## config.mk

```make
export PLATFORM = sky130hd
export DESIGN_NAME = counter_n
export DESIGN_NICKNAME = d
export VERILOG_FILES = /design/src/rtl/counter_n.sv
export SDC_FILE = /design/constraint.sdc
export NUM_CORES = 1
export LEC_CHECK = 0
export CORE_AREA = 2 2 39 41
export CTS_CLUSTER_SIZE = 20
export DETAILED_ROUTE_END_ITERATION = 16
export DIE_AREA = 0 0 41 43
export GPL_ROUTABILITY_DRIVEN = 0
export HOLD_SLACK_MARGIN = 0.08
export PLACE_DENSITY = 0.62
export SKIP_LAST_GASP = 1
export SYNTH_ARGS = -nofsm -noshare
export SYNTH_HDL_FRONTEND = slang
export SYNTH_SLANG_ARGS = --single-unit
```

## constraint.sdc

```tcl
create_clock -name i_clk -period 4.76 [get_ports i_clk]
set_input_delay 0.952 -clock i_clk [delete_from_list [all_inputs] [get_ports i_clk]]
set_output_delay 0.952 -clock i_clk [all_outputs]
set_load 0.01 [all_outputs]
```

## src/rtl/counter_n.sv

```systemverilog
// -----------------------------------------------------------------------------
// counter_n
//
// Parametrised synchronous counter. Counts through 0..MODULUS-1, either up or
// down, with a count enable, a parallel load (clamped to MODULUS-1), and a
// wrap or saturate end mode. Status outputs give terminal count and a
// one-cycle wrap pulse.
//
// Parameters:
//   WIDTH        bit width of o_count / i_load_value (1..32)
//   MODULUS      number of count states (2..2**WIDTH)
//   RESET_VALUE  value taken on reset (< MODULUS)
//   PRESCALE     only with COUNTER_N_PRESCALE_EN: advance every PRESCALE-th
//                enabled edge (>= 1)
//
// Optional feature macro: COUNTER_N_PRESCALE_EN
//   When defined, adds the PRESCALE parameter and an internal prescaler that
//   is cleared by reset and load, holds while i_enable is low, and gates
//   the count advance.
//
// Ports:
//   i_clk         clock, all state changes on the rising edge
//   i_reset       synchronous active-high reset (highest priority)
//   i_enable      count enable
//   i_up          direction: 1 = increment, 0 = decrement
//   i_saturate    end mode: 1 = saturate at limit, 0 = wrap
//   i_load        parallel load strobe (priority over enable)
//   i_load_value  value to load
//   o_count       current count (registered)
//   o_terminal    combinational: count is at the limit for the current direction
//   o_wrap        registered one-cycle pulse when the count wraps
// -----------------------------------------------------------------------------
module counter_n #(
    parameter int unsigned      WIDTH       = 4,
    parameter longint unsigned  MODULUS     = 16,
    parameter longint unsigned  RESET_VALUE = 0
`ifdef COUNTER_N_PRESCALE_EN
    ,
    parameter int unsigned      PRESCALE    = 4
`endif
) (
    input  logic             i_clk,
    input  logic             i_reset,
    input  logic             i_enable,
    input  logic             i_up,
    input  logic             i_saturate,
    input  logic             i_load,
    input  logic [WIDTH-1:0] i_load_value,
    output logic [WIDTH-1:0] o_count,
    output logic             o_terminal,
    output logic             o_wrap
);

    // Limit held at WIDTH+1 bits so MODULUS = 2**WIDTH is representable
    // without overflow in the comparisons below.
    localparam logic [WIDTH:0]   LIMIT_EXT   = (WIDTH+1)'(MODULUS - 1);
    localparam logic [WIDTH-1:0] LIMIT       = LIMIT_EXT[WIDTH-1:0];
    localparam logic [WIDTH-1:0] RESET_COUNT = WIDTH'(RESET_VALUE);

    logic [WIDTH-1:0] count_reg;
    logic [WIDTH-1:0] count_next;
    logic             wrap_reg;
    logic             wrap_next;

    logic             at_max;
    logic             at_min;
    logic             load_over;
    logic [WIDTH-1:0] load_clamped;
    logic             tick;

    assign at_max    = ({1'b0, count_reg} == LIMIT_EXT);
    assign at_min    = (count_reg == '0);
    assign load_over = ({1'b0, i_load_value} > LIMIT_EXT);
    assign load_clamped = load_over ? LIMIT : i_load_value;

`ifdef COUNTER_N_PRESCALE_EN
    localparam int unsigned      PS_W    = $clog2(PRESCALE) + 1;
    localparam logic [PS_W-1:0]  PS_LAST = PS_W'(PRESCALE - 1);

    logic [PS_W-1:0] prescale_reg;
    logic [PS_W-1:0] prescale_next;

    // The tick fires on the enabled edge where the prescaler sits at its
    // last value; that same edge returns the prescaler to 0.
    assign tick = (prescale_reg == PS_LAST);

    always_comb begin
        prescale_next = prescale_reg;
        if (i_load) begin
            prescale_next = '0;
        end else if (i_enable) begin
            if (tick) begin
                prescale_next = '0;
            end else begin
                prescale_next = prescale_reg + PS_W'(1);
            end
        end
    end
`else
    assign tick = 1'b1;
`endif

    // Next-state: load > enable > hold. Reset is applied in the register.
    // The +1 / -1 paths never overflow WIDTH bits because they are only
    // taken when the count is strictly inside 0..MODULUS-1.
    always_comb begin
        count_next = count_reg;
        wrap_next  = 1'b0;
        if (i_load) begin
            count_next = load_clamped;
        end else if (i_enable && tick) begin
            if (i_up) begin
                if (!at_max) begin
                    count_next = count_reg + WIDTH'(1);
                end else if (!i_saturate) begin
                    count_next = '0;
                    wrap_next  = 1'b1;
                end
            end else begin
                if (!at_min) begin
                    count_next = count_reg - WIDTH'(1);
                end else if (!i_saturate) begin
                    count_next = LIMIT;
                    wrap_next  = 1'b1;
                end
            end
        end
    end

    always_ff @(posedge i_clk) begin
        if (i_reset) begin
            count_reg    <= RESET_COUNT;
            wrap_reg     <= 1'b0;
`ifdef COUNTER_N_PRESCALE_EN
            prescale_reg <= '0;
`endif
        end else begin
            count_reg    <= count_next;
            wrap_reg     <= wrap_next;
`ifdef COUNTER_N_PRESCALE_EN
            prescale_reg <= prescale_next;
`endif
        end
    end

    assign o_count    = count_reg;
    assign o_wrap     = wrap_reg;
    // Terminal depends only on the live direction and the current count.
    assign o_terminal = i_up ? at_max : at_min;

endmodule

```

# After elaboration in Yosys (flattened, before gate mapping)
# Index checks and enable logic that the tools add are counted.
[word_totals]
regBits = 5
latchBits = 0
ram_bits = 0
romBits = 0
input_bits = 10
output_inout_bits = 6
elab_cells = 24
mem_count = 0
[op_classes]
n_addsub = 2
mul = 0
n_div = 0
magnitude_cmp = 0
n_eq_ne = 3
n_shift = 0
n_mux = 12
bitwise = 1
n_reduce_logical = 4
[ops]
columns = ["operator", "count"]
rows = [
  ["two-way mux 4 bit", 7],
  ["!= test 4 bit (second input constant)", 2],
  ["two-way mux 1 bit", 5],
  ["adder 4 x 1 -> 4 bit (second input constant)", 1],
  ["equality test 4 bit (second input constant)", 1],
  ["zero test 4 bit", 1],
  ["subtractor 4 x 1 -> 4 bit (second input constant)", 1],
  ["AND reduction 3 bit", 1],
  ["OR reduction 3 bit", 1],
  ["nonzero test 2 bit", 1],
  ["NOT 1 bit", 1],
]

# Depth between registers and ports, before layout
[depth]
ltp_word = 5
depth_mapped = 6

# Worst setup path before layout
# Ideal clock, no wire load.
[synth_timing]
kind = "input-to-output"
from = "input i_up"
to = "output o_terminal"
arrival_ns = 1.676
required_time_ns = 3.808
slack_ns = 2.132
cell_stages = 3
path_buffers = 1
cell_sequence = "buf_6 -> or4b_1 -> nand2_1"
[synth_between]
elab_chain_len = 1
[synth_rtl]
columns = ["item", "line_no", "text"]
rows = [
  ["start: declaration", "45", "input logic i_up,"],
  ["two-way mux 1 bit", "149", "assign o_terminal = i_up ? at_max : at_min;"],
  ["end: declaration", "50", "output logic o_terminal,"],
]
# No other way between the ends.

# Final worst setup path
# Same ends and word-level chain as after synthesis.

==> metrics.cfg <==
[run_status]
status=complete, no violations

[min_path]
hp-class=register to register

[pwr]
power.switching_w=0.0000424
sw_frac_of_total=0.294
pwr-share-seq=0.351
p_total_w=0.000144
ir_drop_mv=0.126
power.internal_w=0.000102
power_frac_clock=0.343
combPwrFrac=0.306
powerDensity_nw_per_um2=243
p_leak_nw=0.236

[route]
wl_met3_um=66
routed-via-count=453
routed_wl_um=1030
first_pass_iters=4
wl_per_cell_um=12.2
drc=0
routed.top_layer=met3
dr_wl_met2_um=468
wirelength_met1_um=493
first_iter_violations=23
viasPerCell=5.39
final_antenna_net_count=0

[final_layout]
fin_cells=84
area_growth_pct=42.8
mostFrequentLayoutCells=clkdlybuf4s50_1, inv_1, dfxtp_1
final_nets=81
drive_gt1_frac=0.0882
stdcell_area_um2=593
mostFrequentLayoutCell=clkdlybuf4s50_1
antenna_cells=0

[synthesis]
synth_fp_nets=64
avgSynthCellArea_um2=7.99
syn_area_um2=415
yosysUniqueCellTypes=29
syn_inst=52
synth_seq_area_share=0.241
yosysWarnings=0
synth_seq_cells=5

[setup_path]
crit_required_ns=3.81
arrival_ns=2.71
startpoint_type=primary input
cp-end-kind=output port
critical_path_class=primary input to output port
worstPathMaxFanout=10

[cts]
ctsResizeCount=0
cts_root_buf=clkbuf_4
clk_latency_ns=0.24
clk_path_buf_depth=2
htreeDepth=1
cts.sinks=5
cts_tree=yes
path_clk_slew_ns=0.04
cts_made_buffers=3
cts_hold_buf=0
cts_setup_buffers=0

[place]
place_hpwl_um=761
place_inst=80
portBuffers=15
place_area_um2=567

[timing]
layout_min_cycle_time_ns=3.66
worst_hold_slack_ns=0.667
finalClockSkew_ns=0.00165
tns_ns=0
setup_viol=0
fmax_mhz=273
slew_viol_final=0
hold_violations=0
slew_headroom=0.779
worstMarginPinSlew_ns=0.330
grt_setup_unrepaired=false
timing.final.crit_share=0.769

[floorplanning]
dieHeight_um=43
io_pins=16
die-width_um=41
core_um2=1380
initial_core_util=0.300
rows=14
die_area_um2=1760

[global_route]
grt_pass1_vias=386
grt_pass1_wl_um=1610
grt_util_all_layers=0.137
grt_overflow=0
antenna_found_initial=0
grt_max_degree=11

[flow_run]
cap_violations=0

-- worst max-delay path, cell delays in order --
cell	delay, ns
clkdlybuf4s50_1	0.57
or4b_1	0.56
nand2_1	0.10
clkdlybuf4s50_1	0.53
-- state kept, by name, indices dropped and copies added, names as in the netlist --
name     flops
o_count      4
o_wrap       1
-- through the flow --
stage | util | worst slack (ns)
floorplan | - | 2.13
global placement | 0.410 | 1.14
detailed placement | 0.410 | 1.10
CTS | 0.429 | 1.09
global route | 0.429 | 1.03
finish | 0.429 | 1.10
-- cells in the mapped netlist (all sizes together) --
cell     instances  area share
a311oi           1       0.036
a21bo            1       0.024
dfxtp            5        0.24
a2bb2oi          1       0.021
and4b            1       0.024
ha               2       0.060
buf              2       0.036
o21bai           1       0.018
nor4b            1       0.021
o31a             1       0.021
or4b             1       0.024
a41oi            1       0.021
nand4            4       0.060
inv              6       0.054
a21oi            4       0.048
clkbuf           1      0.0090
nand2            4       0.036
a31oi            1       0.015
a221oi           2       0.042
nand3            1       0.012
o21ai            1       0.012
a21o             2       0.036
and3             1       0.015
xnor2            1       0.021
mux2             1       0.027
nor2b            1       0.015
nor2             3       0.027
a31o             1       0.021
-- routing by layer --
| layer | up-vias | GRT usage |
|---|---|---|
| li1 | 229 | - |
| met1 | 210 | 0.173 |
| met2 | 14 | 0.203 |
| met3 | 0 | 0.0785 |
| met4 | 0 | 0.0200 |
| met5 | - | 0 |
-- area by class of cell --
class / instances / area [um^2]
clock buffers: 4 / 26.3
fillers: 139 / 791
inverters: 6 / 22.5
multi-input cells: 38 / 274
flip-flops and latches: 5 / 100
well taps: 16 / 20.0
repair buffers: 15 / 150
-- power groups by stage --
| stage | combinational [W] | sequential (W) | clock [W] |
|---|---|---|---|
| 2_1_floorplan | 0.0000249 | 0.0000513 | 0 |
| 3_5_place_dp | 0.0000440 | 0.0000513 | 0 |
| 3_3_place_gp | 0.0000438 | 0.0000512 | 0 |
| 5_1_grt | 0.0000480 | 0.0000516 | 0.0000540 |
| 4_1_cts | 0.0000443 | 0.0000506 | 0.0000507 |
| 6_report | 0.0000441 | 0.0000507 | 0.0000495 |
-- path summary, 6_finish.rpt --
| check | from | to | slack (ns) | depth (start not counted) |
|---|---|---|---|---|
| hold reg to reg | o_count[3] | o_count[3] | 0.67 | 2 |
| hold / removal | o_count[3] | o_count[3] | 0.67 | 2 |
| setup reg to reg | o_count[0] | o_count[0] | 2.76 | 6 |
| setup / recovery | i_up | o_terminal | 1.10 | 4 |
-- cell families (layout without fill, tap and decap cells) --
logic type | after synthesis | in the layout | synth area share
adders and majority gates | 2 | 2 | 0.0602
and+or+nand+nor | 17 | 17 | 0.235
AOI/OAI and AO/OA | 17 | 17 | 0.316
DFF | 5 | 5 | 0.241
muxes | 1 | 1 | 0.0271
buffers and inverters | 9 | 25 | 0.0994
xor gates and xnor gates | 1 | 1 | 0.0211
Power figures use the tool's default switching activity.
